File: config.mk
export PLATFORM = sky130hd
export DESIGN_NAME = blend_frame_sequencer
export DESIGN_NICKNAME = d
export VERILOG_FILES = /design/src/rtl/blend_pkg.sv /design/src/rtl/blend_skid_fifo.sv /design/src/rtl/blend_frame_sequencer.sv
export SDC_FILE = /design/constraint.sdc
export NUM_CORES = 1
export LEC_CHECK = 0
export ABC_AREA = 1
export ABC_CLOCK_PERIOD_IN_PS = 2210
export BUFFER_PORTS_ARGS = -buffer_cell sky130_fd_sc_hd__buf_4
export CORE_UTILIZATION = 54
export CTS_CLUSTER_DIAMETER = 30
export DETAILED_ROUTE_END_ITERATION = 16
export PLACE_DENSITY = 0.84
export SLEW_MARGIN = 0
export SYNTH_ARGS = -nofsm -noshare
export SYNTH_HDL_FRONTEND = slang
export SYNTH_SLANG_ARGS = --single-unit
File: constraint.sdc
create_clock -name clk -period 2.21 [get_ports clk]
set_input_delay 0.1105 -clock clk [delete_from_list [all_inputs] [get_ports clk]]
set_output_delay 0.1105 -clock clk [all_outputs]
set_load 0.03 [all_outputs]
File: src/rtl/blend_pkg.sv
// Shared types and the per-pixel blend operator for the frame blend sequencer.
package blend_pkg;

  typedef enum logic [1:0] {
    BLEND_ADD,
    BLEND_AVG,
    BLEND_ABSDIFF,
    BLEND_PASS
  } blend_mode_e;

  typedef enum logic [2:0] {
    IDLE,
    RUN,
    DRAIN,
    DONE,
    FLUSH
  } state_e;

  function automatic logic [7:0] blend_pixel(
    input blend_mode_e mode,
    input logic [7:0]  orig,
    input logic [7:0]  sharp
  );
    logic [8:0] s;
    logic [7:0] r;
    s = {1'b0, orig} + {1'b0, sharp};
    r = '0;
    unique case (mode)
      BLEND_ADD:     r = s[8] ? 8'hff : s[7:0];
      BLEND_AVG:     r = s[8:1];
      BLEND_ABSDIFF: r = (orig >= sharp) ? (orig - sharp)
                                         : (sharp - orig);
      BLEND_PASS:    r = sharp;
      default:       r = '0;
    endcase
    return r;
  endfunction

endpackage

File: src/rtl/blend_skid_fifo.sv
// Small synchronous skid FIFO; push and pop in the same cycle are
// accepted even when full, since the pop frees the slot being written.
module blend_skid_fifo #(
  parameter  int DEPTH = 4,
  parameter  int W     = 8,
  localparam int CW    = $clog2(DEPTH + 1),
  localparam int PW    = (DEPTH > 1) ? $clog2(DEPTH) : 1
) (
  input  logic          clk,
  input  logic          reset,
  input  logic          flush_i,
  input  logic          push_i,
  input  logic          pop_i,
  input  logic [W-1:0]  din_i,
  output logic [W-1:0]  dout_o,
  output logic          full_o,
  output logic          empty_o,
  output logic [CW-1:0] count_o
);

  logic [W-1:0]  mem_q [DEPTH];
  logic [PW-1:0] rptr_q, wptr_q;
  logic [CW-1:0] cnt_q;
  logic          do_push, do_pop;

  function automatic logic [PW-1:0] inc(input logic [PW-1:0] p);
    return (p == PW'(DEPTH - 1)) ? '0 : p + PW'(1);
  endfunction

  assign full_o  = (cnt_q == CW'(DEPTH));
  assign empty_o = (cnt_q == '0);
  assign count_o = cnt_q;
  assign dout_o  = mem_q[rptr_q];
  assign do_pop  = pop_i && !empty_o;
  assign do_push = push_i && (!full_o || do_pop);

  always_ff @(posedge clk or posedge reset) begin
    if (reset) begin
      rptr_q <= '0;
      wptr_q <= '0;
      cnt_q  <= '0;
      for (int i = 0; i < DEPTH; i++) mem_q[i] <= '0;
    end else if (flush_i) begin
      rptr_q <= '0;
      wptr_q <= '0;
      cnt_q  <= '0;
    end else begin
      if (do_push) begin
        mem_q[wptr_q] <= din_i;
        wptr_q        <= inc(wptr_q);
      end
      if (do_pop) rptr_q <= inc(rptr_q);
      cnt_q <= cnt_q + CW'(do_push) - CW'(do_pop);
    end
  end

endmodule

File: src/rtl/blend_frame_sequencer.sv
// Streams one frame of blended pixels from two frame-buffer RAMs to a
// valid/ready write port, with credit-based read issue into a skid FIFO.
module blend_frame_sequencer
  import blend_pkg::*;
#(
  parameter  int ROWS   = 512,
  parameter  int COLS   = 512,
  parameter  int RD_LAT = 2,
  localparam int NPIX   = ROWS * COLS,
  localparam int ADDR_W = (NPIX > 1) ? $clog2(NPIX) : 1
) (
  input  logic              clk,
  input  logic              reset,
  input  logic              start,
  input  logic              abort,
  input  logic [1:0]        mode,
  output logic              busy,
  output logic              done,
  output logic              rd_en,
  output logic [ADDR_W-1:0] rd_addr,
  input  logic [7:0]        orig_rdata,
  input  logic [7:0]        sharp_rdata,
  output logic              wr_valid,
  output logic [ADDR_W-1:0] wr_addr,
  output logic [7:0]        wr_data,
  input  logic              wr_ready
);

  localparam int FIFO_DEPTH = RD_LAT + 2;
  localparam int CW = $clog2(FIFO_DEPTH + 1);
  localparam logic [ADDR_W-1:0] LAST = ADDR_W'(NPIX - 1);

  state_e            state_q, state_d;
  blend_mode_e       mode_q, mode_d;
  logic [ADDR_W-1:0] rd_addr_q, rd_addr_d;
  logic [ADDR_W-1:0] wr_addr_q, wr_addr_d;
  logic [CW-1:0]     infl_q, infl_d;
  logic [RD_LAT-1:0] vld_q, vld_d;

  logic          ret_valid, credit_ok;
  logic          push, pop, flush;
  logic [7:0]    blended, f_dout;
  logic          f_full, f_empty;
  logic [CW-1:0] f_count;

  assign ret_valid = vld_q[RD_LAT-1];
  assign credit_ok = !f_full &&
    (({1'b0, f_count} + {1'b0, infl_q}) < (CW + 1)'(FIFO_DEPTH));

  assign rd_en    = (state_q == RUN) && credit_ok;
  assign rd_addr  = rd_addr_q;
  assign wr_valid = !f_empty && (state_q != FLUSH);
  assign wr_addr  = wr_addr_q;
  assign wr_data  = f_dout;
  assign busy     = (state_q != IDLE);
  assign done     = (state_q == DONE);

  // Returns that land after an abort are counted but never stored.
  assign push    = ret_valid && (state_q != FLUSH);
  assign pop     = wr_valid && wr_ready;
  assign flush   = (state_q == FLUSH);
  assign blended = blend_pixel(mode_q, orig_rdata, sharp_rdata);

  blend_skid_fifo #(
    .DEPTH (FIFO_DEPTH),
    .W     (8)
  ) u_fifo (
    .clk     (clk),
    .reset   (reset),
    .flush_i (flush),
    .push_i  (push),
    .pop_i   (pop),
    .din_i   (blended),
    .dout_o  (f_dout),
    .full_o  (f_full),
    .empty_o (f_empty),
    .count_o (f_count)
  );

  always_comb begin
    state_d = state_q;
    unique case (state_q)
      IDLE:  if (start) state_d = RUN;
      RUN: begin
        if (abort) state_d = FLUSH;
        else if (rd_en && rd_addr_q == LAST) state_d = DRAIN;
      end
      DRAIN: begin
        if (abort) state_d = FLUSH;
        else if (pop && wr_addr_q == LAST) state_d = DONE;
      end
      DONE:  state_d = IDLE;
      FLUSH: if (infl_q == '0) state_d = IDLE;
      default: state_d = IDLE;
    endcase
  end

  always_comb begin
    mode_d    = mode_q;
    rd_addr_d = rd_addr_q;
    wr_addr_d = wr_addr_q;
    if (state_q == IDLE) begin
      rd_addr_d = '0;
      wr_addr_d = '0;
      if (start) mode_d = blend_mode_e'(mode);
    end else begin
      if (rd_en) rd_addr_d = rd_addr_q + ADDR_W'(1);
      if (pop)   wr_addr_d = wr_addr_q + ADDR_W'(1);
    end
    infl_d = infl_q + CW'(rd_en) - CW'(ret_valid);
    vld_d  = RD_LAT'({vld_q, rd_en});
  end

  always_ff @(posedge clk or posedge reset) begin
    if (reset) begin
      state_q   <= IDLE;
      mode_q    <= BLEND_ADD;
      rd_addr_q <= '0;
      wr_addr_q <= '0;
      infl_q    <= '0;
      vld_q     <= '0;
    end else begin
      state_q   <= state_d;
      mode_q    <= mode_d;
      rd_addr_q <= rd_addr_d;
      wr_addr_q <= wr_addr_d;
      infl_q    <= infl_d;
      vld_q     <= vld_d;
    end
  end

endmodule

==> impl_results.md, run 1 <==
- Unrepaired setup endpoints after global routing: false
- Crit-path cells: nor2_2 -> nand2_2 -> nand3_4 -> inv_1 -> ha_1 -> inv_1 -> ha_1 -> inv_1 -> fa_1 -> xor2_1 -> nor2_1
- Die area: 11350 um2
- Cts bufs inserted: 9
- Status: complete, no violations
- Reg-to-Reg End: u_fifo.count_o[2]
- Vias in the first global route: 5049
- DR DRC count: 0
- Antenna Violating Nets Remaining: 0
- Commonest cells after routing, fill and taps aside: 210 x nand2_1, 103 x inv_1, 85 x dfrtp_1, 79 x buf_4, 71 x nor2_1
- HPWL after DPL: 10.29 mm
- Post-synth EDFFs: 0
- Crit Reg-Reg Startpoint: state_q[0]
- RD Place Congestion: 0.8960
- Routed wire per std cell: 13.61 um
- Max-slew violations: 0
- Worst Path Required: 2.47 ns
- Initial Util: 56.41%
- Pre-Repair DR Iteration Count: 5
- Top_reg_cell synth: dfrtp_1
- Register-to-register setup slack: 0.15 ns
- Clock tree from TritonCTS: built
- PwrDens: 1035 nW/um2
- Die Ht: 106.5 um
- NetSw: 3170 uW
- Sw Share: 44.18%
- Crit path DAT: 2.33 ns
- Drt initial violations: 415
- Antenna cells: 0
- Sequential cell area: 2127 um2
- Core area: 10460 um2
- Post-layout min period: 2.062 ns
- Synth Instances: 799
- Total internal power: 4005 uW
- Detailed-route via count: 5529
- WS Path Type: reg2reg
- Most numerous cell on the critical path: inv_1
- Reg2reg path depth: 11
- CTS H-tree depth: 3
- Clk Latency, worst-skew pair: 0.37 ns
- Initial antenna violation count: 0
- Register area share after synthesis: 36.04%
- IO Count: 71
- Die width: 106.5 um
- Yosys reg bits: 85
- Multiplexer share of the synthesized area: 0%
- Avg Cell Area, Syn: 7.387 um2
- Clk slew on worst S/H paths: 0.08 ns
- Port bufs: 70
- Post-Synth XOR/XNOR Area: 2.523%
- Crit path launch: state_q[0]
- Area grow syn2layout: 17.45%
- Static Leak: 0.003586 uW
- Clock power share: 20.6%
- Synth Area in Compound Gates: 11.28%
- Layout Nets: 946
- Multi-input combinational cell area: 3266 um2
- Largest net degree at the start of global routing: 86
- Slew at the pin closest to its max-slew limit: 0.5372 ns
- Post-Synth Adder-Cell Area: 9.328%
- PnR worst setup slack: 0.1481 ns
- Max transition margin: 64.15%
- # rows: 37
- Comb power frac: 47.9%
- Worst setup EP type: register
- Fin. Hold Viols: 0
- Maximum clock path buffer count: 2
- Drt total wl: 13.92 mm
- Setup TNS Final: 0 ns
- Bufs and invs on worst path: 3
- Via density: 5.405
- Most common cell after layout, fill and taps aside: nand2_1
- Clk_skew: 0.01483 ns
- Post-synthesis simple-gate area fraction: 32.16%
- Post-Syn Nets: 863
- Max cap viols: 0
- Endpoint of the worst hold path: mode_q[1]
- Yosys cell types: 46
- CP top delay family: adder cells
- Worst path slowest cell: dfrtp_1
- Hold Crit Start: start
- GRT Residual Overflow: 0
- Clock Sinks: 85
- Fillers: 933
- Crit Path Max Fanout: 6
- Main combinational cell family by area after synthesis: simple AND/OR/NAND/NOR gates
- Synthesized area: 5902 um2
- Min-Delay Path Depth: 3
- Pre-CTS WS: 0.07266 ns
- YS warnings: 0
- Crit share post-route: 93.30%
- Hold Path Class: in2reg
- Startpoint class of the critical path: register
- Clk root buf: clkbuf_8
- Max incr delay on CP: 0.42 ns
- Total global-route track usage: 25.67%
- First-pass GRT wire length: 23.15 mm
- Final hold slack: 0.1028 ns
- Final setup vio count: 0
- Fraction of registers with async set/reset: 100.0%
- Max Freq: 0.4850 GHz
- VDD IR max: 464.1 uV
- Reg power frac: 31.5%
- Share of cells above drive strength 1: 16.01%
## worst max path at each step
| stage | to | slack (ns) | cells after the start |
|---|---|---|---|
| 2_1_floorplan | u_fifo.count_o[2] | 0.02 | 12 |
| 4_1_cts | u_fifo.count_o[2] | 0.05 | 11 |
| 5_1_grt | u_fifo.count_o[2] | 0.04 | 11 |
| 3_5_place_dp | u_fifo.count_o[2] | 0.07 | 11 |
| 3_3_place_gp | u_fifo.count_o[2] | 0.13 | 11 |
| 6_report | u_fifo.count_o[2] | 0.15 | 11 |
## worst reg2reg max path, delay by kind of cell (launching register included)
family | cells | cell delay (ns)
DFF | 1 | 0.42
and+or+nand+nor | 4 | 0.44
xor gates and xnor gates | 1 | 0.17
adders and majority gates | 3 | 0.76
buffers and inverters | 3 | 0.16
## cells by family after synthesis
logic type / after synthesis
buffers and inverters: 126
AND/OR/NAND/NOR: 413
adder cells (fa/ha/maj): 41
flip-flops: 85
XOR/XNOR: 17
AO/OA/AOI/OAI: 117
## state kept, by name, summed over array words and instances, names as in the netlist
signal          count
mode_q              2
vld_q               2
u_fifo.rptr_q       2
infl_q              3
u_fifo.wptr_q       2
state_q             3
u_fifo.mem_q       32
wr_addr            18
u_fifo.count_o      3
rd_addr            18
## through the flow
stage	util (%)	area (um2)	total power, uW	cells
global route	66.25	6932	7682	1023
finish	66.25	6932	7175	1023
global placement	63.18	6610	5561	1002
floorplan	-	5906	4656	799
CTS	66.16	6922	7164	1022
detailed placement	63.18	6610	5671	1002
## metal layers
layer	GRT usage [%]	share of wire (%)	routed length, um
met5	0	0	0
met4	10.86	2.4	333
met1	34.82	44	6169
met3	3.556	5.7	793
met2	41.19	48	6625
## power groups by stage
stage	combinational [uW]	sequential [uW]	clock, uW
after floorplan	2420	2240	0
after global placement	3300	2260	0
after detailed placement	3390	2280	0
after CTS	3430	2250	1480
after global routing	3820	2320	1550
final	3440	2260	1480
## area by class of cell
| class | instances | area share (%) |
|---|---|---|
| Multi-Input combinational cell | 588 | 47.11 |
| Sequential cell | 85 | 30.69 |
| Timing Repair Buffer | 84 | 9.422 |
| Inverter | 114 | 6.408 |
| Tap cell | 136 | 2.455 |
| Clock buffer | 10 | 1.986 |
| Clock inverter | 6 | 1.931 |
## cells in the mapped netlist (all sizes together), types with 2 or more instances
master,count,area [um2]
o21ai,59,302.8
dfrtp,85,2127
nand4,13,81.33
a21oi,31,170.2
nor3,20,137.6
o21a,2,15.01
nand3b,2,15.01
a31oi,3,18.77
o211ai,2,20.02
nor3b,4,35.03
o22ai,10,62.56
fa,5,100.1
xor2,13,113.9
xnor2,4,35.03
o31ai,6,45.04
nand3,74,415.4
nor2,79,339.1
clkbuf,5,18.77
buf,7,52.54
ha,36,450.4
inv,114,440.4
nand2,219,859.6
## what timing repair did
action | in CTS | in global routing
setup buffers | 0 | 1
setup endpoints to repair | 0 | 2
hold endpoints to repair | 88 | 0
gates resized for setup | 0 | 1
hold buffers | 4 | 0
(Power assumes the default switching activity.)
==> run 2, diff against run 1 <==
BUFFER_PORTS_ARGS = -buffer_cell sky130_fd_sc_hd__buf_2   (was -buffer_cell sky130_fd_sc_hd__buf_4)
CORE_MARGIN = 8   (was default)
==> run 2 against run 1 <==
  * Clock power down 19%
  * Register-to-register slack better by 0.05 ns
  * Combinational power down 2%
  * Total power down 5.0%
  * Sequential power about the same
  * Global-route usage down 6.1 points
  * Maximum frequency up 2.3%
  * Largest cell class unchanged
  * First-iteration DRC count up 2.2%
  * Cell count up 0.49%
  * Clock-buffer cell count unchanged
  * Cell area down 3.2%
  * Sequential share of layout area up 1.0 points
==> impl_results.md, run 2 (same netlist as run 1, synthesis figures left out) <==
- Status: complete, no violations
- First-pass GRT wire length: 23.56 mm (+1.8%)
- PwrDens: 1015 nW/um2 (-1.9%)
- Max reg flops: 32 (unchanged)
- VDD IR max: 469.6 uV (+1.2%)
- Pre-Repair DR Iteration Count: 6 (+1)
- Cts bufs inserted: 9 (unchanged)
- Bufs and invs on worst path: 3 (unchanged)
- Routed wire per std cell: 13.78 um (+1.3%)
- Share of cells above drive strength 1: 15.99% (-0.018 points)
- Most common cell after layout, fill and taps aside: nand2_1
- Detailed-route via count: 5486 (-0.78%)
- Setup TNS Final: 0 ns (unchanged)
- DR DRC count: 0 (unchanged)
- Static Leak: 0.003542 uW (-1.2%)
- # rows: 38 (+2.7%)
- Startpoint class of the critical path: register
- GRT Residual Overflow: 0 (unchanged)
- Largest net degree at the start of global routing: 86 (unchanged)
- Worst Path Required: 2.51 ns (+0.04 ns)
- Via density: 5.337 (-1.3%)
- Unrepaired setup endpoints after global routing: false
- Drt total wl: 14.17 mm (+1.8%)
- Comb power frac: 49.3% (+1.4 points)
- Cells after DPL: 1006 (+0.40%)
- Clk_skew: 0.01483 ns (-0.000001600 ns)
- Crit share post-route: 91.19% (-2.1 points)
- Sw Share: 46.35% (+2.2 points)
- Crit-path cells: nor2_1 -> nand2_1 -> nand3_4 -> inv_1 -> ha_1 -> inv_1 -> ha_1 -> inv_1 -> fa_1 -> xor2_1 -> nor2_1
- Hold Path Class: in2reg
- Initial antenna violation count: 0 (unchanged)
- Commonest cells after routing, fill and taps aside: 210 x nand2_1, 103 x inv_1, 84 x dfrtp_1, 72 x nor2_1, 70 x buf_2
- Clock power share: 17.7% (-2.9 points)
- Clk root buf: clkbuf_8
- Post-layout min period: 2.015 ns (-0.04658 ns)
- Fin util: 62.46% (-3.8 points)
- Drt initial violations: 424 (+2.2%)
- Clk slew on worst S/H paths: 0.09 ns (about the same)
- Max Freq: 0.4962 GHz (+2.3%)
- Vias in the first global route: 5101 (+1.0%)
- Most numerous cell on the critical path: inv_1
- Total global-route track usage: 19.60% (-6.1 points)
- Total internal power: 3655 uW (-8.7%)
- Clock Sinks: 85 (unchanged)
- Worst setup EP type: register
- Max cap viols: 0 (unchanged)
- Final setup vio count: 0 (unchanged)
- Max-slew violations: 0 (unchanged)
- Max transition margin: 63.06% (-1.1 points)
- Total power: 6813 uW (-5.0%)
- Max incr delay on CP: 0.45 ns (+0.03 ns)
- Maximum clock path buffer count: 2 (unchanged)
- Area grow syn2layout: 13.72%
- Antenna Violating Nets Remaining: 0 (unchanged)
- Layout Nets: 947 (+0.11%)
- WS Path Type: reg2reg
- Reg power frac: 33.0% (+1.5 points)
- Die width: 120.5 um (+13%)
- IO Count: 71 (unchanged)
- Antenna cells: 0 (unchanged)
- Clk Latency, worst-skew pair: 0.37 ns (about the same)
- Die area: 14530 um2 (+28%)
- Crit Path Max Fanout: 5 (-1)
- NetSw: 3158 uW (-0.38%)
- CP top delay family: adder cells
- Slew at the pin closest to its max-slew limit: 0.5536 ns (+0.01633 ns)
- CTS H-tree depth: 3 (unchanged)
- Fin. Hold Viols: 0 (unchanged)
- Port bufs: 70 (unchanged)
- Crit path DAT: 2.32 ns (about the same)
- RD Place Congestion: 0.8831 (-1.4%)
- Worst path slowest cell: dfrtp_2
- Clock tree from TritonCTS: built
- Fillers: 979 (+4.9%)
- Layout Cells excl Fill: 1028 (+0.49%)
- Core area: 10750 um2 (+2.7%)
- Initial Util: 54.93% (-1.5 points)
- HPWL after DPL: 10.61 mm (+3.1%)
- Most flop-heavy register: u_fifo.mem_q
- Die Ht: 120.5 um (+13%)
-- run 2: area by class of cell --
| class | instances | area, um2 | share of cell area [%] |
|---|---|---|---|
| tap | 140 | 175.2 | 2.610 |
| timing repair buffer | 85 | 485.5 | 7.233 |
| inverter | 114 | 444.2 | 6.618 |
| clock buffer | 10 | 127.6 | 1.902 |
| multi-input combinational | 588 | 3263 | 48.62 |
| clock inverter | 6 | 87.58 | 1.305 |
| sequential | 85 | 2128 | 31.71 |
-- run 2: worst reg2reg max path, cell delays in order (launching register included) --
cell and delay [ns]:
dfrtp_2 0.45, nor2_1 0.11, nand2_1 0.11, nand3_4 0.10, inv_1 0.06, ha_1 0.27
inv_1 0.05, ha_1 0.12, inv_1 0.04, fa_1 0.36, xor2_1 0.17, nor2_1 0.10
-- run 2: power by group through the flow --
stage	combinational [uW]	sequential, uW	clock, uW
after floorplan	2420	2240	0
after global placement	3220	2250	0
after detailed placement	3290	2270	0
after CTS	3340	2240	1230
after global routing	3750	2290	1280
final	3360	2250	1200
-- run 2: what timing repair did --
item	4_1_cts	5_1_grt
hold endpoints to repair	88	0
hold buffers	4	0
buffers inserted	0	2
resized for setup	0	1
setup endpoints to repair	0	1
-- run 2: through the flow --
stage | setup WS [ns] | instance area, um2 | hold slack, ns
finish | 0.1947 | 6711 | 0.1007
detailed placement | 0.1219 | 6440 | 0.2747
CTS | 0.1144 | 6695 | 0.08793
floorplan | 0.02314 | 5906 | 0.2201
global route | 0.02897 | 6711 | 0.1094
global placement | 0.1923 | 6440 | 0.2733
-- run 2: routing by layer --
| layer | track usage, % | up-vias | wire, um |
|---|---|---|---|
| met5 | 0 | - | 0 |
| met4 | 6.870 | 0 | 217 |
| met3 | 3.450 | 19 | 628 |
| met2 | 32.20 | 145 | 6762 |
| met1 | 25.52 | 2576 | 6561 |
| li1 | - | 2746 | - |
-- run 2: final timing paths --
| kind | start | slack [ns] | to | cells after the start |
|---|---|---|---|---|
| worst max register to register | u_fifo.count_o[1] | 0.19 | u_fifo.count_o[2] | 11 |
| min in group asynchronous | reset | 0.40 | wr_addr[1] | 4 |
| worst min register to register | vld_q[0] | 0.36 | vld_q[1] | 0 |
| worst max-delay path | u_fifo.count_o[1] | 0.19 | u_fifo.count_o[2] | 11 |
| max in group asynchronous | reset | 1.45 | u_fifo.count_o[1] | 4 |
| worst min-delay path | start | 0.10 | mode_q[0] | 3 |
==> run 3, diff against run 2 <==
ABC_CLOCK_PERIOD_IN_PS = 2300   (was 2210)
CORE_UTILIZATION = 59   (was 54)
PLACE_DENSITY = 0.87   (was 0.84)
SLEW_MARGIN = default   (was 0)
clock period = 2.3 ns   (was 2.21 ns; I/O delays follow)
==> run 3 against run 2 <==
  * Wire length grew 2.5%
  * Sequential share of layout area grew 0.30 points
  * Die area shrank 7.4%
  * Combinational power shrank 5%
  * Sequential cell count is the same
  * First-iteration DRC count grew 2.8%
  * Largest power group unchanged
==> impl_results.md, run 3 (same netlist as run 1, synthesis figures left out) <==
- Status: complete, no violations
- Die width: 116.0 um (-3.8%)
- Detailed-route via count: 5629 (+2.6%)
- Max reg flops: 32 (unchanged)
- Clk Latency, worst-skew pair: 0.36 ns (about the same)
- Static Leak: 0.003509 uW (-0.93%)
- NetSw: 3047 uW (-3.5%)
- RD Place Congestion: 0.8830 (about the same)
- Drt initial violations: 436 (+2.8%)
- Core area: 9729 um2 (-9.5%)
- Hold Path Class: in2reg
- Clk slew on worst S/H paths: 0.09 ns (about the same)
- Max Freq: 0.4666 GHz (-6.0%)
- Max transition margin: 62.64% (-0.41 points)
- CTS H-tree depth: 3 (unchanged)
- Max cap viols: 0 (unchanged)
- Crit Path Max Fanout: 6 (+1)
- Sw Share: 47.43% (+1.1 points)
- Layout Nets: 943 (-0.42%)
- CP top delay family: adder cells
- WS Path Type: reg2reg
- Vias in the first global route: 5204 (+2.0%)
- Die Ht: 116.0 um (-3.8%)
- VDD IR max: 401.6 uV (-14%)
- Share of cells above drive strength 1: 15.72% (-0.27 points)
- Total internal power: 3377 uW (-7.6%)
- Routed wire per std cell: 14.28 um (+3.6%)
- Worst Path Required: 2.55 ns (+0.04 ns)
- Largest net degree at the start of global routing: 31 (-64%)
- Cts bufs inserted: 9 (unchanged)
- Bufs and invs on worst path: 3 (unchanged)
- Drt total wl: 14.52 mm (+2.5%)
- Most common cell after layout, fill and taps aside: nand2_1
- Clock power share: 16.6% (-1.1 points)
- Commonest cells after routing, fill and taps aside: 210 x nand2_1, 103 x inv_1, 85 x dfrtp_1, 71 x nor2_1, 70 x buf_2
- Most flop-heavy register: u_fifo.mem_q
- HPWL after DPL: 10.80 mm (+1.8%)
- Pre-CTS WS: 0.1169 ns (-0.004996 ns)
- IO Count: 71 (unchanged)
- Most numerous cell on the critical path: inv_1
- Crit-path cells: nor2_2 -> nand2_2 -> nand3_4 -> inv_1 -> ha_1 -> inv_1 -> ha_1 -> inv_1 -> fa_1 -> xor2_1 -> nor2_1
- Area grow syn2layout: 12.59%
- Fin area: 6645 um2 (-0.99%)
- Crit share post-route: 93.18% (+2.0 points)
- Die area: 13460 um2 (-7.4%)
- Worst path slowest cell: dfrtp_1
- Fin util: 68.30% (+5.8 points)
- Startpoint class of the critical path: register
- Crit path DAT: 2.39 ns (+0.07 ns)
- Clk root buf: clkbuf_8
- Slew at the pin closest to its max-slew limit: 0.5592 ns (+0.005615 ns)
- Fin. Hold Viols: 0 (unchanged)
- Post-layout min period: 2.143 ns (+0.1277 ns)
- Final hold slack: 0.01182 ns (-0.08883 ns)
- Initial antenna violation count: 0 (unchanged)
- Max-slew violations: 0 (unchanged)
- Clock tree from TritonCTS: built
- Max incr delay on CP: 0.42 ns (-0.03 ns)
- Total power: 6424 uW (-5.7%)
- Pre-Repair DR Iteration Count: 5 (-1)
- Port bufs: 70 (unchanged)
- Antenna Violating Nets Remaining: 0 (unchanged)
- GRT Residual Overflow: 0 (unchanged)
- Crit Reg-Reg Startpoint: state_q[0]
- Crit path launch: state_q[0]
- Comb power frac: 49.9% (+0.6 points)
- PwrDens: 966.7 nW/um2 (-4.8%)
- DR DRC count: 0 (unchanged)
- Antenna cells: 0 (unchanged)
- Placed cell area: 6424 um2 (-0.25%)
- Reg power frac: 33.5% (+0.5 points)
- Worst setup EP type: register
- Via density: 5.535 (+3.7%)
- # rows: 36 (-5.3%)
- Initial Util: 60.66% (+5.7 points)
- Final setup vio count: 0 (unchanged)
- Maximum clock path buffer count: 2 (unchanged)
- Clock Sinks: 85 (unchanged)
- Clk_skew: 0.01157 ns (-0.003257 ns)
- First-pass GRT wire length: 24.07 mm (+2.2%)
- Hold Crit Start: mode[0]
- PnR worst setup slack: 0.1570 ns (-0.03772 ns)
- Total global-route track usage: 22.22% (+2.6 points)
-- run 3: changes by cell type in the layout (fill, tap and decap cells not counted), sizes merged --
cell	before	now
buf	81	79
clkinv	4	2
dlygate4sd3	4	2
bufinv	2	1
clkbuf	10	11
clkinvlp	1	2
inv	113	114
-- run 3: final cells by class --
type	instances	area (um2)
repair buffers	81	450.4
well taps	133	166.4
flip-flops and latches	85	2127
inverters	114	444.2
clock inverters	5	60.06
multi-input cells	588	3266
clock buffers	11	131.4
fillers	820	3084
-- run 3: stage by stage --
| stage | TNS (ns) | cells |
|---|---|---|
| final | 0 | 1017 |
| after global placement | 0 | 998 |
| after floorplan | 0 | 799 |
| after global routing | -0.01523 | 1017 |
| after detailed placement | 0 | 998 |
| after CTS | 0 | 1016 |
-- run 3: power by group through the flow --
stage / Clock (uW) / Combinational (uW) / Sequential, uW
after detailed placement: 0 / 3150 / 2170
after CTS: 1070 / 3180 / 2150
final: 1060 / 3200 / 2150
after global routing: 1130 / 3570 / 2200
after global placement: 0 / 3060 / 2160
after floorplan: 0 / 2320 / 2150
-- run 3: worst reg2reg max path, delay by kind of cell (launching register included) --
| family | cells | cell delay [ns] |
|---|---|---|
| buf+inv | 3 | 0.17 |
| xor+xnor | 1 | 0.17 |
| fa+ha+maj | 3 | 0.78 |
| flops | 1 | 0.42 |
| simple gates | 4 | 0.48 |
-- run 3: what timing repair did --
item | in CTS | in global routing
hold buffers | 2 | 0
setup buffers | 0 | 1
gates resized for setup | 0 | 1
setup endpoints to repair | 0 | 1
endpoints found under the hold margin | 22 | 0
-- run 3: path summary, 6_finish.rpt --
check	endpoint	slack (ns)	depth (start not counted)
min reg2reg	vld_q[1]	0.36	0
min in group asynchronous	wr_addr[3]	0.35	3
max reg2reg	u_fifo.count_o[2]	0.16	11
max in group asynchronous	rd_addr[17]	1.32	4
max	u_fifo.count_o[2]	0.16	11
min	mode_q[0]	0.01	3
-- run 3: layer usage --
metal	global-route usage (%)	routed length [um]	part of all wire, %
met1	29.49	6238	43
met2	34.95	6857	47
met3	4.325	1107	7.6
met4	8.729	318	2.2
met5	0	0	0
